### config.mk
export PLATFORM = sky130hd
export DESIGN_NAME = pe_start_token_fifo
export DESIGN_NICKNAME = d
export VERILOG_FILES = /design/src/rtl/pe_start_token_fifo.sv
export SDC_FILE = /design/constraint.sdc
export NUM_CORES = 1
export LEC_CHECK = 0
export ABC_CLOCK_PERIOD_IN_PS = 1500
export CAP_MARGIN = 20
export CORE_AREA = 8 8 45 47
export CTS_BUF_LIST = sky130_fd_sc_hd__clkbuf_16
export DETAILED_ROUTE_END_ITERATION = 10
export DIE_AREA = 0 0 53 55
export RECOVER_POWER = 100
export SLEW_MARGIN = 20
export SYNTH_ARGS = -nofsm -noshare
export SYNTH_HDL_FRONTEND = slang
export SYNTH_SLANG_ARGS = --single-unit
### constraint.sdc
create_clock -name clk -period 1.5 [get_ports clk]
set_clock_uncertainty 0.05 [all_clocks]
set_input_delay 0.3 -clock clk [delete_from_list [all_inputs] [get_ports clk]]
set_output_delay 0.3 -clock clk [all_outputs]
set_load 0.02 [all_outputs]
### src/rtl/pe_start_token_fifo.sv
// Start-token FIFO feeding a PE: shift-register storage read through a pointer.
// Define PE_START_FIFO_OCC_EN to add the occupancy and overflow-error outputs.
module pe_start_token_fifo #(
  parameter int unsigned DATA_WIDTH = 1,
  parameter int unsigned ADDR_WIDTH = 1,
  parameter int unsigned DEPTH      = 2
) (
  input  logic                  clk,
  input  logic                  reset_n,
  output logic                  if_full_n,
  input  logic                  if_write,
  input  logic [DATA_WIDTH-1:0] if_din,
  output logic                  if_empty_n,
  input  logic                  if_read,
  output logic [DATA_WIDTH-1:0] if_dout
`ifdef PE_START_FIFO_OCC_EN
  ,
  output logic [ADDR_WIDTH:0]   if_num_data_valid,
  output logic                  if_overflow_err
`endif
);

  localparam int unsigned PTR_W = ADDR_WIDTH + 1;
  localparam int unsigned SLOTS = 1 << ADDR_WIDTH;

  logic [DATA_WIDTH-1:0] srl_q [SLOTS];
  logic [PTR_W-1:0]      ptr_q, ptr_d;
  logic                  full_n_q, full_n_d;
  logic                  empty_n_q, empty_n_d;
  logic                  wr_ok, rd_ok;

  assign wr_ok = if_write & full_n_q;
  assign rd_ok = if_read & empty_n_q;

  // Token storage: newest at index 0, not reset.
  always_ff @(posedge clk) begin
    if (wr_ok) begin
      for (int i = 1; i < int'(DEPTH); i++) begin
        srl_q[i] <= srl_q[i-1];
      end
      srl_q[0] <= if_din;
    end
  end

  // Pointer and flag next-state; ptr all-ones means empty.
  always_comb begin
    ptr_d     = ptr_q;
    full_n_d  = full_n_q;
    empty_n_d = empty_n_q;
    if (wr_ok && !rd_ok) begin
      ptr_d     = ptr_q + PTR_W'(1);
      empty_n_d = 1'b1;
      full_n_d  = (ptr_d != PTR_W'(DEPTH - 1));
    end else if (rd_ok && !wr_ok) begin
      ptr_d     = ptr_q - PTR_W'(1);
      full_n_d  = 1'b1;
      empty_n_d = (ptr_d != {PTR_W{1'b1}});
    end
  end

  always_ff @(posedge clk) begin
    if (!reset_n) begin
      ptr_q     <= {PTR_W{1'b1}};
      full_n_q  <= 1'b1;
      empty_n_q <= 1'b0;
    end else begin
      ptr_q     <= ptr_d;
      full_n_q  <= full_n_d;
      empty_n_q <= empty_n_d;
    end
  end

  assign if_full_n  = full_n_q;
  assign if_empty_n = empty_n_q;
  assign if_dout    = srl_q[ptr_q[ADDR_WIDTH-1:0]];

`ifdef PE_START_FIFO_OCC_EN
  logic ovf_q, ovf_d;

  // Sticky: any request made against a deasserted flag.
  always_comb begin
    ovf_d = ovf_q;
    if ((if_write && !full_n_q) || (if_read && !empty_n_q)) begin
      ovf_d = 1'b1;
    end
  end

  always_ff @(posedge clk) begin
    if (!reset_n) begin
      ovf_q <= 1'b0;
    end else begin
      ovf_q <= ovf_d;
    end
  end

  assign if_num_data_valid = ptr_q + PTR_W'(1);
  assign if_overflow_err   = ovf_q;
`endif

endmodule
==> metrics.log <==
INFO  metric outcome = completed
INFO  metric compound_gate_portion_of_the_synthesized_area = 0.133
INFO  metric wl_met1 = 344 um
INFO  metric startpoint = if_write
INFO  metric die_w = 53 um
INFO  metric avgRoutedWirePerCell = 11.9 um
INFO  metric p_switching = 162 uW
INFO  metric setup_violations = 0
INFO  metric synth.net_count = 35
INFO  metric grt_usage = 0.0547
INFO  metric fraction_of_power_consumed_by_sequential_logic = 0.287
INFO  metric top_layer_used = met3
INFO  metric grt_pass1_vias = 263
INFO  metric power_density = 1520 mW/mm2
INFO  metric ys.warnings.count = 0
INFO  metric layout.cells.most_common = dfxtp_1
INFO  metric synth.area.mux_share = 0.0361
INFO  metric grt_antenna_before_repair = 0
INFO  metric final_nets = 50
INFO  metric design_area = 518 um2
INFO  metric grt_first_pass_wirelength = 1070 um
INFO  metric cell_leakage_power = 0.000228 uW
INFO  metric critPathLaunchType = input pin
INFO  metric timing.critical_path.to_type = flop
INFO  metric met2WireLength = 284 um
INFO  metric dpl.cell_count = 53
INFO  metric drt_first_pass_iters = 4
INFO  metric clk_path_buf_depth = 2
INFO  metric diode_insertion_count_for_antenna_repair = 0
INFO  metric timing.final.crit_period = 1420 ps
INFO  metric routabilityCongestion = 0.697
INFO  metric post_cts.repair.setup_buffers = 0
INFO  metric power.total = 786 uW
INFO  metric power.switching_fraction = 0.206
INFO  metric max_freq = 0.705 GHz
INFO  metric combinationalPowerShare = 0.144
INFO  metric r2r-start = if_full_n
INFO  metric drt-initial-drc-count = 1
INFO  metric detail-route-antenna-nets = 0
INFO  metric placed_area = 424 um2
INFO  metric p_clk_frac = 0.568
INFO  metric fillerInstances = 154
INFO  metric setup_tns = 0 ps
INFO  metric number_of_design_rule_violations_left_after_detail_routing = 0
INFO  metric clkTransAtPathRegs = 40 ps
INFO  metric yosys.area_share.simple = 0.133
INFO  metric slew-limit-headroom = 0.866
INFO  metric fp.dieArea = 0.00292 mm2
INFO  metric port_buffers = 7
INFO  metric worst_skew_pair.late_latency = 230 ps
INFO  metric synth.ff_latch_count = 7
INFO  metric post_cts_hold_buffer_count = 0
INFO  metric synth.yosys.seq_area_share = 0.514
INFO  metric clk_root_buffer_cell = clkbuf_16
INFO  metric worst-slew-pin-transition = 199 ps
INFO  metric ir_drop = 1.20 mV
INFO  metric met3RoutedLength = 47 um
INFO  metric max_capacitance_violation_count = 0
INFO  metric final_instance_count_without_filler_cells = 57
INFO  metric numClockSinks = 7
INFO  metric area_share_of_fa_ha_maj_cells_after_synthesis = 0.120
INFO  metric cell_internal_pwr = 624 uW
INFO  metric holdCritPathClass = reg -> reg
INFO  metric syn2layout_area_growth = 66.3%
INFO  metric critical_path_class = in -> reg
INFO  metric floorplan.io_pins = 8
INFO  metric post_synth_num_cell_types = 16
INFO  metric syn_area = 312 um2
INFO  metric row_count = 14
INFO  metric coreArea = 0.00138 mm2
INFO  metric timing.final.hold_violations = 0
INFO  metric area_share_of_xor_xnor_cells_in_the_synthesized_design = 0.0281
INFO  metric ctsHtreeMaxLevel = 1
INFO  metric via_count = 230
INFO  metric rsz_0062_raised_after_global_routing = no
INFO  metric timing.final.crit_share = 0.946
INFO  metric layout_common_cells = dfxtp_1, inv_1, clkbuf_16, clkdlybuf4s50_1, buf_4
INFO  metric finalMaxSlewViolations = 0
INFO  metric route.detailed.vias_per_inst = 4.04
INFO  metric dominant_combinational_cell_family_by_area_after_synthesis = compound AO/OA/AOI/OAI gates
INFO  metric hold_slack_final = 406 ps
INFO  metric tritoncts = done
INFO  metric arrival_time_worst_endpoint = 1500 ps
INFO  metric synth.avg_cell_area = 11.5 um2
INFO  metric cts_inserted_buffers = 3
INFO  metric initial_utilization = 0.225
INFO  metric drive_above_1_share = 0.317
INFO  metric hold_start = srl_q[0]
INFO  metric worstPathRequired = 1590 ps
INFO  metric overflow = 0
INFO  metric place.detailed.hpwl = 497 um
INFO  metric postRouteWirelength = 677 um
INFO  metric worstPathMaxFanout = 3
INFO  metric die_h = 55 um
INFO  metric grt_start_max_net_pins = 7
INFO  metric synthesis.instances = 27
==> repair_timing <==
action,in CTS,in global routing
endpoints found under the setup margin,6,5
pin swaps,2,1
gates resized for setup,7,5
hold endpoints to repair,0,0
==> path summary, 6_finish.rpt <==
kind              depth (start not counted)       end  slack (ps)
hold reg to reg                           0  srl_q[1]         410
hold / removal                            0  srl_q[1]         410
setup reg to reg                          5      flop         220
setup / recovery                          6      flop          80
==> synthesized netlist by cell type <==
| cell | number | area [um2] |
|---|---|---|
| and2_1 | 1 | 6.26 |
| o211ai_1 | 1 | 7.51 |
| o311a_1 | 1 | 10.0 |
| nand2b_1 | 1 | 6.26 |
| ha_1 | 3 | 37.5 |
| edfxtp_1 | 2 | 60.1 |
| o31ai_1 | 1 | 7.51 |
| a21boi_0 | 1 | 7.51 |
| inv_1 | 3 | 11.3 |
| xor2_1 | 1 | 8.76 |
| dfxtp_1 | 5 | 100 |
| nand2_1 | 2 | 7.51 |
| o21ai_2 | 1 | 8.76 |
| nor2b_1 | 2 | 12.5 |
| mux2_2 | 1 | 11.3 |
| and3b_1 | 1 | 8.76 |
==> worst max-delay path, stage by stage <==
cell and delay [ps]:
clkdlybuf4s50_1 400, and2_4 160, buf_4 140, ha_2 180, nor2b_1 130, o31ai_2 190
==> routing by layer <==
metal  vias to the layer above  track usage
met3                         0       0.0428
li1                        122            -
met4                         0       0.0388
met2                         7       0.0762
met5                         -            0
met1                       101       0.0550
==> per-stage QoR <==
step,setup slack [ps],util
2_1_floorplan,19.0,-
3_3_place_gp,-254,0.307
3_5_place_dp,-257,0.307
4_1_cts,3.04,0.366
5_1_grt,28.5,0.374
6_report,81.5,0.374
==> cell type report <==
type	count	area (um2)	share of cell area
inverter	3	11.3	0.0217
multi-input combinational	17	163	0.314
sequential	7	160	0.309
timing repair buffer	10	85.1	0.164
clock inverter	1	3.75	0.00725
tap	16	20.0	0.0386
clock buffer	3	75.1	0.145
==> power by group through the flow <==
stage          Sequential [uW]  Clock (uW)  Combinational (uW)
6_report                   226         447                 113
5_1_grt                    228         465                 128
4_1_cts                    225         463                 105
3_5_place_dp               228           0                 106
3_3_place_gp               228           0                 105
2_1_floorplan              230           0                57.8
==> cell families after synthesis <==
kind of cell,count (synthesis)
AND/OR/NAND/NOR,7
flip-flops,7
AO/OA/AOI/OAI,5
buffers and inverters,3
adder cells (fa/ha/maj),3
XOR/XNOR,1
multiplexers,1
Note: power is estimated with default switching activity, not from simulation.
